$ cat config.mk
export PLATFORM = sky130hd
export DESIGN_NAME = pipe_stall_ctrl_flat
export DESIGN_NICKNAME = d
export VERILOG_FILES = /design/src/rtl/pipe_stall_if.sv /design/src/rtl/pipe_stall_ctrl.sv /design/src/flat_wrapper.sv
export SDC_FILE = /design/constraint.sdc
export NUM_CORES = 1
export LEC_CHECK = 0
export ABC_AREA = 1
export CAP_MARGIN = 10
export CORE_ASPECT_RATIO = 0.5
export CORE_UTILIZATION = 50
export DETAILED_ROUTE_END_ITERATION = 10
export PLACE_DENSITY = 0.75
export SETUP_SLACK_MARGIN = 0.4
export SLEW_MARGIN = 20
export SYNTH_ARGS = -nofsm -noshare
export SYNTH_HDL_FRONTEND = slang
export SYNTH_SLANG_ARGS = --single-unit
$ cat constraint.sdc
create_clock -name clk -period 2.3 [get_ports clk]
set_input_delay 0.46 -clock clk [delete_from_list [all_inputs] [get_ports clk]]
set_output_delay 0.46 -clock clk [all_outputs]
set_load 0.02 [all_outputs]
$ cat src/rtl/pipe_stall_if.sv
// Pipeline-control bundle: hazard/memory status from the core (master) and the
// per-stage enables, flush/bubble controls and status returned by the controller (slave).
interface pipe_stall_if #(
    parameter int unsigned CNT_W = 16
);
    logic             load_to_stall;
    logic             brstall;
    logic             br_resolve;
    logic             br_taken;
    logic             imem_stall;
    logic             dmem_stall;
    logic             halt_wb;
    logic             pc_we;
    logic             if_id_we;
    logic             if_id_flush;
    logic             id_ex_we;
    logic             id_ex_bubble;
    logic             ex_mem_we;
    logic             mem_wb_we;
    logic             halted;
    logic             br_err;
    logic [CNT_W-1:0] stall_cycles;

    modport master (
        output load_to_stall, brstall, br_resolve, br_taken, imem_stall, dmem_stall, halt_wb,
        input  pc_we, if_id_we, if_id_flush, id_ex_we, id_ex_bubble, ex_mem_we, mem_wb_we,
        input  halted, br_err, stall_cycles
    );

    modport slave (
        input  load_to_stall, brstall, br_resolve, br_taken, imem_stall, dmem_stall, halt_wb,
        output pc_we, if_id_we, if_id_flush, id_ex_we, id_ex_bubble, ex_mem_we, mem_wb_we,
        output halted, br_err, stall_cycles
    );
endinterface

$ cat src/rtl/pipe_stall_ctrl.sv
// Central stall/flush controller for the 5-stage pipeline: branch-wait FSM, halt
// sequencing, saturating stall-cycle counter and branch-timeout error flag.
module pipe_stall_ctrl #(
    parameter int unsigned BR_MAX = 8,
    parameter int unsigned CNT_W  = 16
) (
    input  logic          clk,
    input  logic          rst_n,
    pipe_stall_if.slave   io_bus
);
    localparam int unsigned BCW = $clog2(BR_MAX + 1);
    localparam logic [BCW-1:0] BrMaxC = BCW'(BR_MAX);

    typedef enum logic [1:0] {StRun, StBrWait, StBrFlush, StHalted} state_e;

    state_e           r_state;
    state_e           w_state_d;
    logic [BCW-1:0]   r_br_cnt;
    logic [BCW-1:0]   w_br_cnt_d;
    logic             r_br_err;
    logic             w_br_err_d;
    logic [CNT_W-1:0] r_stall_cnt;

    logic w_pc_we;
    logic w_if_id_we;
    logic w_if_id_flush;
    logic w_id_ex_we;
    logic w_id_ex_bubble;
    logic w_ex_mem_we;
    logic w_mem_wb_we;

    always_comb begin
        w_state_d      = r_state;
        w_br_cnt_d     = r_br_cnt;
        w_br_err_d     = r_br_err;
        w_pc_we        = 1'b1;
        w_if_id_we     = 1'b1;
        w_if_id_flush  = 1'b0;
        w_id_ex_we     = 1'b1;
        w_id_ex_bubble = 1'b0;
        w_ex_mem_we    = 1'b1;
        w_mem_wb_we    = 1'b1;

        if (r_state == StHalted || (io_bus.dmem_stall && !io_bus.halt_wb)) begin
            // Halted, or frozen on data memory: nothing moves and no state advances.
            w_pc_we     = 1'b0;
            w_if_id_we  = 1'b0;
            w_id_ex_we  = 1'b0;
            w_ex_mem_we = 1'b0;
            w_mem_wb_we = 1'b0;
        end else if (io_bus.halt_wb) begin
            w_state_d = StHalted;
        end else begin
            unique case (r_state)
                StRun: begin
                    if (io_bus.load_to_stall || io_bus.brstall) begin
                        w_pc_we        = 1'b0;
                        w_if_id_we     = 1'b0;
                        w_id_ex_bubble = 1'b1;
                        if (!io_bus.load_to_stall) begin
                            w_state_d  = StBrWait;
                            w_br_cnt_d = BCW'(1);
                        end
                    end else if (io_bus.imem_stall) begin
                        w_pc_we       = 1'b0;
                        w_if_id_flush = 1'b1;
                    end
                end
                StBrWait: begin
                    w_if_id_we     = 1'b0;
                    w_id_ex_bubble = 1'b1;
                    if (io_bus.br_resolve) begin
                        w_br_cnt_d = '0;
                        if (io_bus.br_taken) begin
                            w_state_d = StBrFlush;
                        end else begin
                            w_if_id_we     = 1'b1;
                            w_id_ex_bubble = 1'b0;
                            w_state_d      = StRun;
                        end
                    end else begin
                        w_pc_we = 1'b0;
                        if (r_br_cnt == BrMaxC) begin
                            w_br_err_d = 1'b1;
                        end else begin
                            w_br_cnt_d = r_br_cnt + 1'b1;
                        end
                    end
                end
                StBrFlush: begin
                    // IF/ID holds the wrong-path fetch; its hazards are irrelevant.
                    w_if_id_flush = 1'b1;
                    w_pc_we       = !io_bus.imem_stall;
                    w_state_d     = StRun;
                    w_br_cnt_d    = '0;
                end
                StHalted: begin
                end
                default: begin
                end
            endcase
        end
    end

    always_ff @(posedge clk or negedge rst_n) begin
        if (!rst_n) begin
            r_state     <= StRun;
            r_br_cnt    <= '0;
            r_br_err    <= 1'b0;
            r_stall_cnt <= '0;
        end else begin
            r_state  <= w_state_d;
            r_br_cnt <= w_br_cnt_d;
            r_br_err <= w_br_err_d;
            if (!w_pc_we && r_state != StHalted && !(&r_stall_cnt)) begin
                r_stall_cnt <= r_stall_cnt + 1'b1;
            end
        end
    end

    // Enables are forced low for as long as reset is asserted.
    assign io_bus.pc_we        = rst_n & w_pc_we;
    assign io_bus.if_id_we     = rst_n & w_if_id_we;
    assign io_bus.if_id_flush  = rst_n & w_if_id_flush;
    assign io_bus.id_ex_we     = rst_n & w_id_ex_we;
    assign io_bus.id_ex_bubble = rst_n & w_id_ex_bubble;
    assign io_bus.ex_mem_we    = rst_n & w_ex_mem_we;
    assign io_bus.mem_wb_we    = rst_n & w_mem_wb_we;
    assign io_bus.halted       = (r_state == StHalted);
    assign io_bus.br_err       = r_br_err;
    assign io_bus.stall_cycles = r_stall_cnt;
endmodule
$ cat src/flat_wrapper.sv
// flat-port wrapper written by rule: the top's interface ports become plain ports
module pipe_stall_ctrl_flat 
#(
    parameter int unsigned BR_MAX = 8,
    parameter int unsigned CNT_W  = 16
)
  (clk, rst_n, io_bus_load_to_stall, io_bus_brstall, io_bus_br_resolve, io_bus_br_taken, io_bus_imem_stall, io_bus_dmem_stall, io_bus_halt_wb, io_bus_pc_we, io_bus_if_id_we, io_bus_if_id_flush, io_bus_id_ex_we, io_bus_id_ex_bubble, io_bus_ex_mem_we, io_bus_mem_wb_we, io_bus_halted, io_bus_br_err, io_bus_stall_cycles);
  pipe_stall_if #(.CNT_W(CNT_W)) io_bus_i ();
  input  logic clk;
  input  logic rst_n;
  input wire logic [$bits(io_bus_i.load_to_stall)-1:0] io_bus_load_to_stall;
  input wire logic [$bits(io_bus_i.brstall)-1:0] io_bus_brstall;
  input wire logic [$bits(io_bus_i.br_resolve)-1:0] io_bus_br_resolve;
  input wire logic [$bits(io_bus_i.br_taken)-1:0] io_bus_br_taken;
  input wire logic [$bits(io_bus_i.imem_stall)-1:0] io_bus_imem_stall;
  input wire logic [$bits(io_bus_i.dmem_stall)-1:0] io_bus_dmem_stall;
  input wire logic [$bits(io_bus_i.halt_wb)-1:0] io_bus_halt_wb;
  output wire logic [$bits(io_bus_i.pc_we)-1:0] io_bus_pc_we;
  output wire logic [$bits(io_bus_i.if_id_we)-1:0] io_bus_if_id_we;
  output wire logic [$bits(io_bus_i.if_id_flush)-1:0] io_bus_if_id_flush;
  output wire logic [$bits(io_bus_i.id_ex_we)-1:0] io_bus_id_ex_we;
  output wire logic [$bits(io_bus_i.id_ex_bubble)-1:0] io_bus_id_ex_bubble;
  output wire logic [$bits(io_bus_i.ex_mem_we)-1:0] io_bus_ex_mem_we;
  output wire logic [$bits(io_bus_i.mem_wb_we)-1:0] io_bus_mem_wb_we;
  output wire logic [$bits(io_bus_i.halted)-1:0] io_bus_halted;
  output wire logic [$bits(io_bus_i.br_err)-1:0] io_bus_br_err;
  output wire logic [$bits(io_bus_i.stall_cycles)-1:0] io_bus_stall_cycles;
  assign io_bus_i.load_to_stall = io_bus_load_to_stall;
  assign io_bus_i.brstall = io_bus_brstall;
  assign io_bus_i.br_resolve = io_bus_br_resolve;
  assign io_bus_i.br_taken = io_bus_br_taken;
  assign io_bus_i.imem_stall = io_bus_imem_stall;
  assign io_bus_i.dmem_stall = io_bus_dmem_stall;
  assign io_bus_i.halt_wb = io_bus_halt_wb;
  assign io_bus_pc_we = io_bus_i.pc_we;
  assign io_bus_if_id_we = io_bus_i.if_id_we;
  assign io_bus_if_id_flush = io_bus_i.if_id_flush;
  assign io_bus_id_ex_we = io_bus_i.id_ex_we;
  assign io_bus_id_ex_bubble = io_bus_i.id_ex_bubble;
  assign io_bus_ex_mem_we = io_bus_i.ex_mem_we;
  assign io_bus_mem_wb_we = io_bus_i.mem_wb_we;
  assign io_bus_halted = io_bus_i.halted;
  assign io_bus_br_err = io_bus_i.br_err;
  assign io_bus_stall_cycles = io_bus_i.stall_cycles;
  pipe_stall_ctrl #(.BR_MAX(BR_MAX), .CNT_W(CNT_W)) u_core (.clk(clk), .rst_n(rst_n), .io_bus(io_bus_i));
endmodule
# ---- Word-level counts from Yosys, hierarchy flattened
# Index checks and enable logic that the tools add are counted.
dict set report word_totals {
  regBits 23
  output_inout_bits 25
}
dict set report classes {
  addsub 2
  n_eq_ne 11
  n_mux 35
  n_bitwise 8
  reduce_logical 16
}
# op n
set op_table {}
lappend op_table {{$mux 1} 20}
lappend op_table {{$add 16x1->16 const B} 1}
lappend op_table {{$mux 4} 4}
lappend op_table {{$reduce_and 16->1} 1}
lappend op_table {{$pmux 4 s3} 1}
lappend op_table {{$mux 2} 5}
lappend op_table {{$reduce_and 5->1} 2}
lappend op_table {{$ne 3x3->1 const B} 3}
lappend op_table {{$pmux 1 s2} 3}
lappend op_table {{$pmux 2 s3} 1}
lappend op_table {{$reduce_and 6->1} 1}
lappend op_table {{$and 1x1->1} 5}
lappend op_table {{$add 4x1->4 const B} 1}
lappend op_table {{$eq 2x2->1 const B} 2}
lappend op_table {{$eq 4x4->1 const B} 1}
lappend op_table {{$logic_not 1->1} 4}
lappend op_table {{$ne 2x2->1 const B} 2}
lappend op_table {{$reduce_bool 4->1} 1}
lappend op_table {{$logic_and 1x1->1} 3}
lappend op_table {{$ne 3x2->1 const B} 1}
lappend op_table {{$not 1->1} 3}
lappend op_table {{$pmux 1 s3} 1}
lappend op_table {{$reduce_bool 3->1} 1}
lappend op_table {{$eq 2x1->1 const B} 1}
lappend op_table {{other kinds (3)} 4}

# ---- Logic depth before layout (Yosys ltp)
# Gate-level depths: netlist (run 1).
dict set report depth {
  word_depth 8
  mapped_depth 11
  ltp_nobuf 10
}

# ---- Least setup slack after synthesis (run 1)
# No wires, ideal clock.
dict set report synth_timing {
  path_type {register -> output}
  startpoint {register u_core.r_state[0]}
  endpoint {output port io_bus_if_id_we}
  arrival_ns 1.845
  required_ns 1.840
  setup_slack_ns -0.005
  stages_incl_launch_ff 7
  cell_sequence {dfrtp_1 > ha_1 > inv_2 > nand2_1 > nor2_1 > inv_1 > a31oi_1}
}
# item line
set synth_rtl {}
lappend synth_rtl {{from (decl)} pipe_stall_ctrl.sv:16} ;# state_e r_state;
lappend synth_rtl {{from (signal assigned)} pipe_stall_ctrl.sv:107} ;# r_state <= StRun;
lappend synth_rtl {{from (signal assigned)} pipe_stall_ctrl.sv:112} ;# r_state <= w_state_d;
lappend synth_rtl {{$eq 2x2->1} -}
lappend synth_rtl {{named net io_bus_halted} flat_wrapper.sv:25} ;# output wire logic [$bits(io_bus_i.halted)-1:0] io_bus_halted;
lappend synth_rtl {{$logic_or 1x1->1} pipe_stall_ctrl.sv:44} ;# if (r_state == StHalted || (io_bus.dmem_stall && !io_bus.halt_wb)) begin
lappend synth_rtl {{$mux 1} pipe_stall_ctrl.sv:44}
lappend synth_rtl {{$and 1x1->1} pipe_stall_ctrl.sv:123} ;# assign io_bus.if_id_we = rst_n & w_if_id_we;
lappend synth_rtl {{to (decl)} flat_wrapper.sv:19} ;# output wire logic [$bits(io_bus_i.if_id_we)-1:0] io_bus_if_id_we;
# The timed path passes the listed nets, and every way through them passes these cells.

# ---- Worst setup path after layout (run 1)
dict set report layout_timing {
  startpoint {register u_core.r_state[1]}
  endpoint {output port io_bus_if_id_flush}
}
dict set report layout_via {
  elab_chain_len 5
}
# item line
set layout_lines {}
lappend layout_lines {{$eq 2x2->1 or $logic_not 2->1 (tied branches)} pipe_stall_ctrl.sv:54} ;# unique case (r_state)
lappend layout_lines {{$pmux 1 s2} pipe_stall_ctrl.sv:54}
lappend layout_lines {{$mux 1} pipe_stall_ctrl.sv:51} ;# end else if (io_bus.halt_wb) begin
lappend layout_lines {{$mux 1 *} pipe_stall_ctrl.sv:44}
lappend layout_lines {{$and 1x1->1 *} pipe_stall_ctrl.sv:124} ;# assign io_bus.if_id_flush = rst_n & w_if_id_flush;
lappend layout_lines {{to (decl)} flat_wrapper.sv:20} ;# output wire logic [$bits(io_bus_i.if_id_flush)-1:0] io_bus_if_id_flush;
# Mark *: on every way between the ends. The rest lies on a longest branch, timed or not.

==> key figures, run 1 <==
Worst hold path
  – Hold WC Path Type: reg -> reg
  – Hold_sp: u_core.io_bus.br_err

Logic synthesis
  – Gate Count Post-Synth: 233
  – Asr flop ratio synth: 100%
  – Warnings, synthesis: 0
  – Synth cell types: 27
  – Synth Net Count: 250
  – Top cells by area, synth: dfrtp_1, nand2_1, ha_1
  – Most frequent cells after synthesis: nand2_1, inv_1, dfrtp_1
  – Dominant cell by count in the synthesized netlist: nand2_1
  – Top-area cell type share of the netlist area: 34.8%
  – Leading area contributor after synthesis: dfrtp_1
  – Top_reg_cell synth: dfrtp_1
  – Register area share after synthesis: 34.8%
  – Syn avg cell area: 7.09 um2
  – Number of synthesized flops with an enable pin: 0
  – Yosys reg bits: 23
  – Cell Area, Synth: 1650 um2

Timing
  – Final Hold Fails: 0
  – Clk_skew: 0.00209 ns
  – TNS Setup: 0 ns
  – Fmax: 488 MHz
  – Period utilisation layout: 89.2%
  – Worst slew margin: 70.6%
  – Fin. max-slew vios: 0
  – Worst slew pin tran: 0.440 ns
  – Setup violations, final: 0
  – Post-route minimum period: 2.05 ns
  – Unrepaired setup endpoints after global routing: yes

Finish
  – ANT cells: 0
  – Finished Layout Cells: 334
  – Total Nets Final: 312
  – Fraction of layout cells with a size suffix above 1: 26.9%
  – Synth-to-layout area growth: 49.2%

Drt
  – DRT iter0 DRCs: 124
  – Wire length per cell: 15.2 um
  – Final antenna-violating net count: 0
  – Drt total wl: 5.07 mm
  – DRT Pass-1 Iters: 4
  – DRC: 0
  – Via count: 1832
  – DR vias/cell: 5.49

Worst setup path
  – Reg2reg start: u_core.r_state[1]
  – Crit path kind: reg -> out
  – Critical Path RT: 1.84 ns
  – CP max FO: 4
  – Crit. End Element: output port
  – Critical Path Start Type: register
  – CP Data Arrival Time: 1.59 ns
  – Crit path launch: u_core.r_state[1]

Global route
  – GRT overflow: 0
  – Initial antenna violation count: 0
  – Largest net degree at the start of global routing: 24
  – First-pass GRT wire length: 7.28 mm
  – GRT Total Usage: 26.3%
  – Vias in the first global route: 1528

Power
  – Pwr Total: 2.43 mW
  – Worst vdd rail ir drop: 0.761 mV
  – Leak: 1.16 nW
  – Pwr dens: 985 nW/um2

Placed design
  – GP Congestion: 0.852
  – Placed Cells incl. Taps: 318
  – Count of input and output buffers: 33
  – HPWL Detailed: 3.04 mm

Floorplanning
  – Initial core utilization: 53.9%
  – Die Y: 42.7 um
  – Core footprint: 3070 um2
  – Die X: 83.3 um
  – FP Rows: 14
  – Die Area: 3550 um2
  – # IOs: 34

Flow run
  – Total of max-cap violations: 0

Clock tree
  – Clk pin slew, worst setup/hold paths: 0.09 ns
  – CTS tree: built
  – CTS Root Buffer Type: clkbuf_8
  – H-tree levels: 1
  – # clock sinks: 23
  – CTS max path bufs: 2
  – CTS Buf Count: 3
  – Clk Latency, worst-skew pair: 0.27 ns

Outcome
  – Run status: finished, final reports clean
metal layers:
metal | track usage, % | share of wire (%) | vias up
met4 | 6.21 | 1.4 | 0
met1 | 35.2 | 45 | 873
met3 | 4.86 | 5.1 | 8
met2 | 45.1 | 49 | 70
li1 | - | - | 881
met5 | 0 | 0 | -
where the power goes:
part	switching, mW	internal, mW	total (mW)
registers	0.123	0.486	0.609
clock network	0.146	0.122	0.267
logic	0.870	0.683	1.55
final timing paths:
path,endpoint,slack (ns),cells past startpoint
max,io_bus_if_id_flush,0.25,8
min,u_core.io_bus.br_err,0.47,1
max reg2reg,u_core.r_br_cnt[2],0.39,11
min reg2reg,u_core.io_bus.br_err,0.47,1
max in group asynchronous,u_core.r_state[0],1.30,3
min in group asynchronous,u_core.io_bus.br_err,0.75,3
placed cells by master, fill, tap and decap left out, types with 2 or more instances in the layout:
cell	synthesis	final
o21ai_2	0	4
clkbuf_8	0	3
nand4_1	9	9
nand3_1	20	18
dlygate4sd2_1	0	5
o21ai_0	14	8
inv_4	0	3
nand2_1	79	71
clkdlybuf4s50_1	0	20
nand2_4	0	4
nand3_4	1	2
a21oi_1	4	3
dfrtp_1	23	21
inv_2	1	2
xor2_1	5	5
nor2_4	2	6
nand2_2	2	6
nor2_1	20	16
nand3b_1	3	3
nor3_1	2	2
nand3_2	0	2
buf_6	1	10
xnor2_1	4	4
ha_1	8	4
buf_4	2	24
o21ai_1	0	2
ha_4	0	4
dfrtp_2	0	2
inv_1	25	21
kinds of logic (layout without fill, tap and decap cells):
family | Yosys count | count (layout) | share of synthesized area [%]
adders and majority gates | 8 | 8 | 6.06
xor gates and xnor gates | 9 | 9 | 4.77
DFF | 23 | 23 | 34.8
AOI/OAI and AO/OA | 22 | 22 | 7.19
and+or+nand+nor | 141 | 142 | 39.4
buffers and inverters | 30 | 90 | 7.80
critical path, cell delays in order (launching register included):
cell and delay, ns:
dfrtp_2 0.49, buf_6 0.15, ha_4 0.16, inv_2 0.07, nand2_4 0.06, buf_4 0.13, o21ai_2 0.07, nor2_4 0.05
buf_6 0.12
flip-flops by register name (all words and copies together), names as in the netlist:
name                        cells
u_core.io_bus.br_err            1
u_core.io_bus.stall_cycles     16
u_core.r_state                  2
u_core.r_br_cnt                 4
final cells by class:
| class | count | area, um2 |
|---|---|---|
| Clock inverter | 1 | 5.00 |
| Inverter | 26 | 105 |
| Fill cell | 200 | 599 |
| Multi-Input combinational cell | 181 | 1140 |
| Tap cell | 40 | 50.0 |
| Timing Repair Buffer | 60 | 549 |
| Sequential cell | 23 | 578 |
| Clock buffer | 3 | 41.3 |
stage by stage:
step | instance area, um2 | hold slack [ns] | setup WS (ns) | utilization [%]
floorplan | 1700 | 0.164 | 0.438 | -
global placement | 2170 | 0.441 | -0.299 | 70.8
detailed placement | 2170 | 0.447 | -0.388 | 70.8
CTS | 2370 | 0.471 | 0.269 | 77.3
global route | 2470 | 0.492 | 0.212 | 80.4
finish | 2470 | 0.470 | 0.249 | 80.4
what timing repair did:
item	in CTS	in global routing
hold endpoints to repair	0	0
setup endpoints to repair	8	24
buffers inserted	9	2
hold buffers	0	0
pin swaps	11	7
cloned	0	1
resized for setup	71	23
(Power assumes the default switching activity.)
==> run 2: changes to the inputs <==
--- a/config.mk
+++ b/config.mk
@@ -9,6 +9,7 @@
 export CAP_MARGIN = 10
 export CORE_ASPECT_RATIO = 0.5
 export CORE_UTILIZATION = 50
+export CTS_CLUSTER_DIAMETER = 100
 export DETAILED_ROUTE_END_ITERATION = 10
 export PLACE_DENSITY = 0.75
 export SETUP_SLACK_MARGIN = 0.4
==> results of run 2 <==
The final DEF is identical to that of run 1; final timing and power are the same.
